$ cat config.mk
export PLATFORM = sky130hd
export DESIGN_NAME = alu_core
export DESIGN_NICKNAME = d
export VERILOG_FILES = /design/src/rtl/alu_pkg.sv /design/src/rtl/alu_shifter.sv /design/src/rtl/alu_core.sv
export SDC_FILE = /design/constraint.sdc
export NUM_CORES = 1
export LEC_CHECK = 0
export CAP_MARGIN = 20
export CORE_MARGIN = 5
export CORE_UTILIZATION = 54
export CTS_BUF_LIST = sky130_fd_sc_hd__clkbuf_4 sky130_fd_sc_hd__clkbuf_8
export CTS_CLUSTER_SIZE = 25
export DETAILED_ROUTE_END_ITERATION = 16
export PLACE_DENSITY = 0.9
export SLEW_MARGIN = 20
export SYNTH_ARGS = -nofsm -noshare
export SYNTH_HDL_FRONTEND = slang
export SYNTH_HIERARCHICAL = 1
export SYNTH_SLANG_ARGS = --single-unit
$ cat constraint.sdc
create_clock -name clk -period 0.8 [get_ports clk]
set_input_delay 0.16 -clock clk [delete_from_list [all_inputs] [get_ports clk]]
set_output_delay 0.16 -clock clk [all_outputs]
set_load 0.02 [all_outputs]
$ cat src/rtl/alu_pkg.sv
// alu_pkg: shared opcode encoding, default width and NZCV flag layout for alu_core.
package alu_pkg;

    localparam int ALU_WIDTH = 32;

    typedef enum logic [3:0] {
        ALU_ADD = 4'd0,
        ALU_SUB = 4'd1,
        ALU_MUL = 4'd2,
        ALU_OR  = 4'd3,
        ALU_LSL = 4'd4,
        ALU_LSR = 4'd5
    } alu_op_e;

    typedef struct packed {
        logic z;
        logic n;
        logic c;
        logic v;
    } alu_flags_t;

endpackage

$ cat src/rtl/alu_shifter.sv
// alu_shifter: combinational logical shift left/right returning the value and the last bit shifted out.
module alu_shifter
    import alu_pkg::*;
#(
    parameter int WIDTH = ALU_WIDTH,
    parameter int SW    = $clog2(WIDTH)
) (
    input  logic [WIDTH-1:0] a,
    input  logic [SW-1:0]    sh,
    input  logic             left,
    output logic [WIDTH-1:0] y,
    output logic             c
);

    // One guard bit on the exit side catches the carry; a zero shift leaves it clear.
    logic [WIDTH:0] l, r;

    assign l = {1'b0, a} << sh;
    assign r = {a, 1'b0} >> sh;
    assign y = left ? l[WIDTH-1:0] : r[WIDTH:1];
    assign c = left ? l[WIDTH] : r[0];

endmodule

$ cat src/rtl/alu_core.sv
// alu_core: registered integer ALU (add/sub/mul/or/lsl/lsr) with an NZCV flag register loaded on set.
// Define ALU_MUL_EN to build the multiplier; otherwise opcode 2 acts as an undefined opcode.
module alu_core
    import alu_pkg::*;
#(
    parameter int WIDTH = ALU_WIDTH
) (
    input  logic             clk,
    input  logic             rst_n,
    input  logic [WIDTH-1:0] dat1,
    input  logic [WIDTH-1:0] dat2,
    input  logic [3:0]       control,
    input  logic             set,
    output logic             Z,
    output logic             N,
    output logic             C,
    output logic             V,
    output logic [WIDTH-1:0] result
);

    localparam int SW = $clog2(WIDTH);

    logic [WIDTH:0]   sum, diff;
    logic [WIDTH-1:0] shv, nxt;
    logic             shc, cy, ov;
    alu_flags_t       flags, nf;

    assign sum  = {1'b0, dat1} + {1'b0, dat2};
    assign diff = {1'b0, dat1} - {1'b0, dat2};

`ifdef ALU_MUL_EN
    logic [2*WIDTH-1:0] prod;
    assign prod = {{WIDTH{1'b0}}, dat1} * {{WIDTH{1'b0}}, dat2};
`endif

    alu_shifter #(.WIDTH(WIDTH), .SW(SW)) u_shifter (
        .a    (dat1),
        .sh   (dat2[SW-1:0]),
        .left (control == ALU_LSL),
        .y    (shv),
        .c    (shc)
    );

    always_comb begin
        nxt = '0;
        cy  = 1'b0;
        ov  = 1'b0;
        case (control)
            ALU_ADD: begin
                nxt = sum[WIDTH-1:0];
                cy  = sum[WIDTH];
                ov  = (dat1[WIDTH-1] == dat2[WIDTH-1]) && (sum[WIDTH-1] != dat1[WIDTH-1]);
            end
            ALU_SUB: begin
                nxt = diff[WIDTH-1:0];
                cy  = ~diff[WIDTH];
                ov  = (dat1[WIDTH-1] != dat2[WIDTH-1]) && (diff[WIDTH-1] != dat1[WIDTH-1]);
            end
`ifdef ALU_MUL_EN
            ALU_MUL: begin
                nxt = prod[WIDTH-1:0];
                ov  = |prod[2*WIDTH-1:WIDTH];
            end
`endif
            ALU_OR:  nxt = dat1 | dat2;
            ALU_LSL, ALU_LSR: begin
                nxt = shv;
                cy  = shc;
            end
            default: ;
        endcase
    end

    assign nf = '{z: nxt == '0, n: nxt[WIDTH-1], c: cy, v: ov};

    always_ff @(posedge clk or negedge rst_n) begin
        if (!rst_n) begin
            result <= '0;
            flags  <= '0;
        end else begin
            result <= nxt;
            if (set) flags <= nf;
        end
    end

    assign {Z, N, C, V} = flags;

endmodule

==> summary.md, run 1 <==
| Metric | Value |
|---|---|
| Row count | 48 |
| Clock buffer depth | 2 |
| Post-CTS setup buffer count | about 100 |
| Hold buffers post-CTS | 1 |
| Seq cells post-synth | 36 |
| Routability-driven placement congestion ratio | 1.33 |
| Status | did not finish |
| Avg Cell Area, Syn | 7.77 µm² |
| # resized after CTS | 709 |
| Fraction of registers with async set/reset | between 90% and 100% |
| Starting Density | a little under three fifths |
| Main synth FF type | dfrtp_1 |
| Number of flops mapped to enable cells by yosys | 0 |
| Mapped Cells | roughly 1200 |
| DIE HEIGHT | 144 µm |
| H-tree depth | 2 |
| Root Buffer | clkbuf_8 |
| Port buffer count | 106 |
| Unique masters post-synth | between 80 and 90 |
| Sequential share of the synthesized area | 9.35% |
| Err | [ERROR DPL-0033] detailed placement checks failed during check placement. |
| Ports | 107 |
| Num CTS Buffers | 5 |
| CTS sink count | 36 |
| Synth Cell Area | 9640 µm² |
| Dpl cell area | 14700 µm² |
| Synthesis Warnings | 6 |
| Failed at | clock tree synthesis |
| Synth Net Count | 1416 |
| HPWL after detailed placement | 42500 µm |
| Die W | 144 µm |
metrics by stage:
stage                     worst slack (ps)  instances  hold slack (ps)  util, %
after floorplan                      -3070       1240             -136        -
after global placement               -3770       1954              148     84.4
after detailed placement             -4100       1954              157     84.4
Yosys cell counts, types with 11 or more instances:
master / number / area (µm²)
nand3_1: 19 / 95.1
o22ai_1: 20 / 125
a211oi_1: 17 / 128
buf_2: 22 / 110
buf_1: 11 / 41.3
mux4_2: 52 / 1170
inv_1: 106 / 398
o31ai_1: 14 / 105
o21ai_1: 19 / 95.1
o21ai_0: 52 / 260
nor2_1: 110 / 413
nand2_1: 105 / 394
xnor2_1: 21 / 184
clkbuf_1: 41 / 154
nor2b_1: 11 / 68.8
a21oi_1: 91 / 455
nand2b_1: 11 / 68.8
nor4_1: 18 / 113
ha_1: 103 / 1290
nand4_1: 11 / 68.8
nor3_1: 33 / 165
o221ai_1: 23 / 201
mux2i_1: 60 / 601
o211ai_1: 13 / 97.6
dfrtp_1: 36 / 901
a31oi_1: 11 / 68.8
mux2_2: 13 / 146
kinds of logic after synthesis:
kind of cell             synth area share [%]
buffers and inverters                    8.79
flip-flops                               9.35
multiplexers                             20.8
AND/OR/NAND/NOR                          18.2
adder cells (fa/ha/maj)                  13.8
XOR/XNOR                                 2.09
AO/OA/AOI/OAI                            27.0
==> run 2: changes to the inputs <==
--- a/config.mk
+++ b/config.mk
@@ -7,11 +7,9 @@
 export LEC_CHECK = 0
 export CAP_MARGIN = 20
 export CORE_MARGIN = 5
-export CORE_UTILIZATION = 54
-export CTS_BUF_LIST = sky130_fd_sc_hd__clkbuf_4 sky130_fd_sc_hd__clkbuf_8
-export CTS_CLUSTER_SIZE = 25
+export CORE_UTILIZATION = 40
 export DETAILED_ROUTE_END_ITERATION = 16
-export PLACE_DENSITY = 0.9
+export PLACE_DENSITY_LB_ADDON = 0.15
 export SLEW_MARGIN = 20
 export SYNTH_ARGS = -nofsm -noshare
 export SYNTH_HDL_FRONTEND = slang
==> constraint.sdc (replaced) <==
create_clock -name clk -period 1 [get_ports clk]
set_input_delay 0.2 -clock clk [delete_from_list [all_inputs] [get_ports clk]]
set_output_delay 0.2 -clock clk [all_outputs]
set_load 0.02 [all_outputs]
==> summary.md, run 2 <==
| Metric | Value |
|---|---|
| Final WL | between 50000 and 60000 µm |
| Worst skew pair latency | 300 ps |
| Count of final setup violators | 72 |
| Num CTS Buffers | 5 (unchanged) |
| Pin count of the biggest net entering global routing | 47 |
| Top delay family on crit path | simple AND/OR/NAND/NOR gates |
| Clk pwr share | 14.5% |
| Synth Cell Area | 9640 µm² (unchanged) |
| Ports | 107 (unchanged) |
| Synth Net Count | 1416 (unchanged) |
| Top cell type's share of synthesized area | 13.4% (unchanged) |
| Most common cell after layout, fill and taps aside | buf_4 |
| Most frequent cells after synthesis | 110 x nor2_1, 106 x inv_1, 105 x nand2_1 (unchanged) |
| Most common cell in the synthesized netlist | nor2_1 (unchanged) |
| Period utilisation layout | 406% |
| Unrepaired setup endpoints after global routing | yes |
| CP most frequent cell | or4_4 |
| Total grt overflow | 0 |
| Int Pwr | roughly 7900 µW |
| Reg2reg setup slack | 110 ps |
| Main synth FF type | dfrtp_1 (unchanged) |
| Instance count on the critical path | 16 |
| Initial antenna violation count | 0 |
| Total number of vias | between 10000 and 15000 |
| Vias in the first global route | 13201 |
| Unique masters post-synth | 86 (unchanged) |
| Sequential power share | 11.8% |
| Status | finished, violations left (was did not finish) |
| Die area | 27300 µm² |
| Achievable clock frequency | between 0.2 and 0.25 GHz |
| Hold Path Sink | result[3] |
| FF-to-FF End | N |
| Worst-path maximum fanout | 6 |
| Number of flops mapped to enable cells by yosys | 0 (unchanged) |
| Critical path class | input port to flop |
| Wirelength per Cell | 23.6 µm |
| Sw frac | 43.4% |
| Maximum vdd drop | 712 µV |
| Synth area leader | ha_1 (unchanged) |
| Gate power share | 73.7% |
| Pleak | 0.00809 µW |
| Critical Path, Cell by Cell | buf_16 > buf_12 > clkinvlp_4 > fa_2 > nor2b_4 > o31a_4 > o21ai_4 > o2111ai_4 > nand4_4 > buf_6 > and4_4 > a2111o_1 > or4_4 > or4_4 > or4_4 > o41ai_2 |
| Fillcell total | 1810 |
| Min cycle time layout | 4060 ps |
| Reg2reg path depth | 2 |
| Core ar. | 23600 µm² |
| TritonCTS clock tree | yes |
| Final WS setup | -3060 ps |
| Mapped Cells | 1240 (unchanged) |
| Worst r2r src | N |
| Synthesis Warnings | 6 (unchanged) |
| Max reg flops | 32 |
| Row count | 56 (was 48) |
| First-pass GRT wire length | roughly 77000 µm |
| Setup TNS | -61650 ps |
| DRT antenna net count | 0 |
| Die W | 165 µm (was 144 µm) |
| Avg Cell Area, Syn | 7.77 µm² (unchanged) |
| Synth area leaders | ha_1 13%, mux4_2 12%, dfrtp_1 9.3% (unchanged) |
| Critical path arrival | 4260 ps |
| Number of remaining DRC errors | 0 |
| Worst-Margin Slew | approximately 670 ps |
| WP buf/inv | 4 |
| Overall power | approximately 14000 µW |
| DR vias/cell | 6.07 |
| Sequential share of the synthesized area | 9.35% (unchanged) |
| CP max stage delay | 550 ps |
| DIE HEIGHT | 165 µm (was 144 µm) |
| Placed Cells | 2074 (was 1954) |
| DR iter-0 viols | 1436 |
| Setup crit end kind | flop |
| Fraction of registers with async set/reset | 100% (unchanged) |
| Seq cells post-synth | 36 (unchanged) |
| Hold path depth | 3 |
| HPWL after detailed placement | 39500 µm (was 42500 µm) |
| Rel. slew slack | 55.2% |
| Starting Density | 40.8% (was 55.3%) |
| Power per cell area | 790 nW/µm² |
| Routability-driven placement congestion ratio | 1.02 (was 1.33) |
| Layout cells sized above 1 | between 50% and 60% |
| Gr usage total | 36.8% |
| Final hold vios | 0 |
| Skew final | 0 ps |
| Final nets | 2045 |
| Max Slew Vio Count | 0 |
| Synth-to-layout area growth | 82.7% |
| Worst path slowest cell | or4_4 |
| H-tree depth | 2 (unchanged) |
| Worst endpoint required time | 1200 ps |
| Clock buffer depth | 2 (unchanged) |
| Violated checks | negative setup slack |
| First-pass iteration count of the detailed router | 6 |
| Final Non-Filler Cells | 2190 |
| Worst Hold Class | input port to flop |
| CTS sink count | 36 (unchanged) |
| Net Sw Power | 6040 µW |
| Port buffer count | 106 (unchanged) |
| HP Start | control[3] |
| MaxCap Viol Count | 0 |
| Setup crit start kind | input port |
| Clk slew on worst S/H paths | about 70 ps |
| Most frequent cells in the layout | 516 x buf_4, 107 x buf_6, 98 x nor2_1, 94 x nand2_1, 76 x ha_1 |
| Reg with most FFs | result |
| Root Buffer | clkbuf_16 (was clkbuf_8) |
==> run 2: cell counts after synthesis <==
No cell type changed its count.
==> run 2: worst max path at each step <==
| stage | slack (ps) | start | endpoint |
|---|---|---|---|
| final | -3060 | dat2[1] | Z |
| after floorplan | -2910 | control[2] | Z |
| after global placement | -3700 | dat1[9] | Z |
| after detailed placement | -3810 | dat1[21] | Z |
| after CTS | -3000 | dat1[0] | Z |
| after global routing | -3150 | dat2[1] | Z |
==> run 2: timing repair <==
item,CTS,global route
setup endpoints to repair,72,72
pin swaps,114,70
buffers inserted,98,29
cloned,4,0
hold buffers,1,0
gates resized for setup,600,88
hold endpoints to repair,36,0
==> run 2: cell type report <==
| type | instances | area (µm²) | share of cell area [%] |
|---|---|---|---|
| inverters | 110 | 484 | 2.75 |
| clock inverters | 3 | 42.5 | 0.242 |
| multi-input cells | 1006 | 9520 | 54.1 |
| repair buffers | 710 | 6130 | 34.8 |
| diodes | 1 | 2.50 | 0.0142 |
| clock buffers | 5 | 125 | 0.711 |
| flip-flops and latches | 36 | 901 | 5.12 |
| well taps | 319 | 399 | 2.27 |
==> run 2: cells by family (layout without fill, tap and decap cells) <==
family / after synthesis / in the layout / synth area share (%)
other: 0 / 1 / 0
flip-flops: 36 / 36 / 9.35
adder cells (fa/ha/maj): 105 / 105 / 13.8
AO/OA/AOI/OAI: 378 / 378 / 27.0
AND/OR/NAND/NOR: 367 / 367 / 18.2
multiplexers: 133 / 133 / 20.8
buffers and inverters: 198 / 828 / 8.79
XOR/XNOR: 23 / 23 / 2.09
==> run 2: power by group through the flow <==
stage	registers, µW	logic (µW)	clock network (µW)
finish	1640	10200	2020
floorplan	1800	3950	0
detailed placement	1640	8330	0
CTS	1640	9590	2050
global placement	1640	8290	0
global route	1650	10700	2120
==> run 2: through the flow <==
| stage | hold WS, ps | cell area (µm²) | utilization, % | setup WS (ps) |
|---|---|---|---|---|
| after floorplan | -95.6 | 10400 | - | -2910 |
| after global placement | 213 | 15100 | 63.9 | -3700 |
| after detailed placement | 215 | 15100 | 63.9 | -3810 |
| after CTS | 423 | 17200 | 72.6 | -3000 |
| after global routing | 365 | 17600 | 74.6 | -3150 |
| final | 349 | 17600 | 74.6 | -3060 |
==> run 2: worst register-to-register path, cell delays in order, from the launching register on <==
cell     delay, ps
dfrtp_1        390
buf_4          140
mux2_4         250
==> run 2: layer usage <==
layer	vias up	routed length, µm	part of all wire, %	track usage (%)
li1	5917	-	-	-
met1	6432	20500	40	47.4
met2	780	23500	45	59.7
met3	167	4960	9.6	8.34
met4	0	2660	5.1	14.5
met5	-	0	0	0
No activity file was read; power rests on OpenSTA's default activity.
==> run 3: changes to the inputs <==
--- a/config.mk
+++ b/config.mk
@@ -5,7 +5,6 @@
 export SDC_FILE = /design/constraint.sdc
 export NUM_CORES = 1
 export LEC_CHECK = 0
-export CAP_MARGIN = 20
 export CORE_MARGIN = 5
 export CORE_UTILIZATION = 40
 export DETAILED_ROUTE_END_ITERATION = 16
==> results of run 3 <==
Final layout, timing and power as in run 2 (identical DEF).
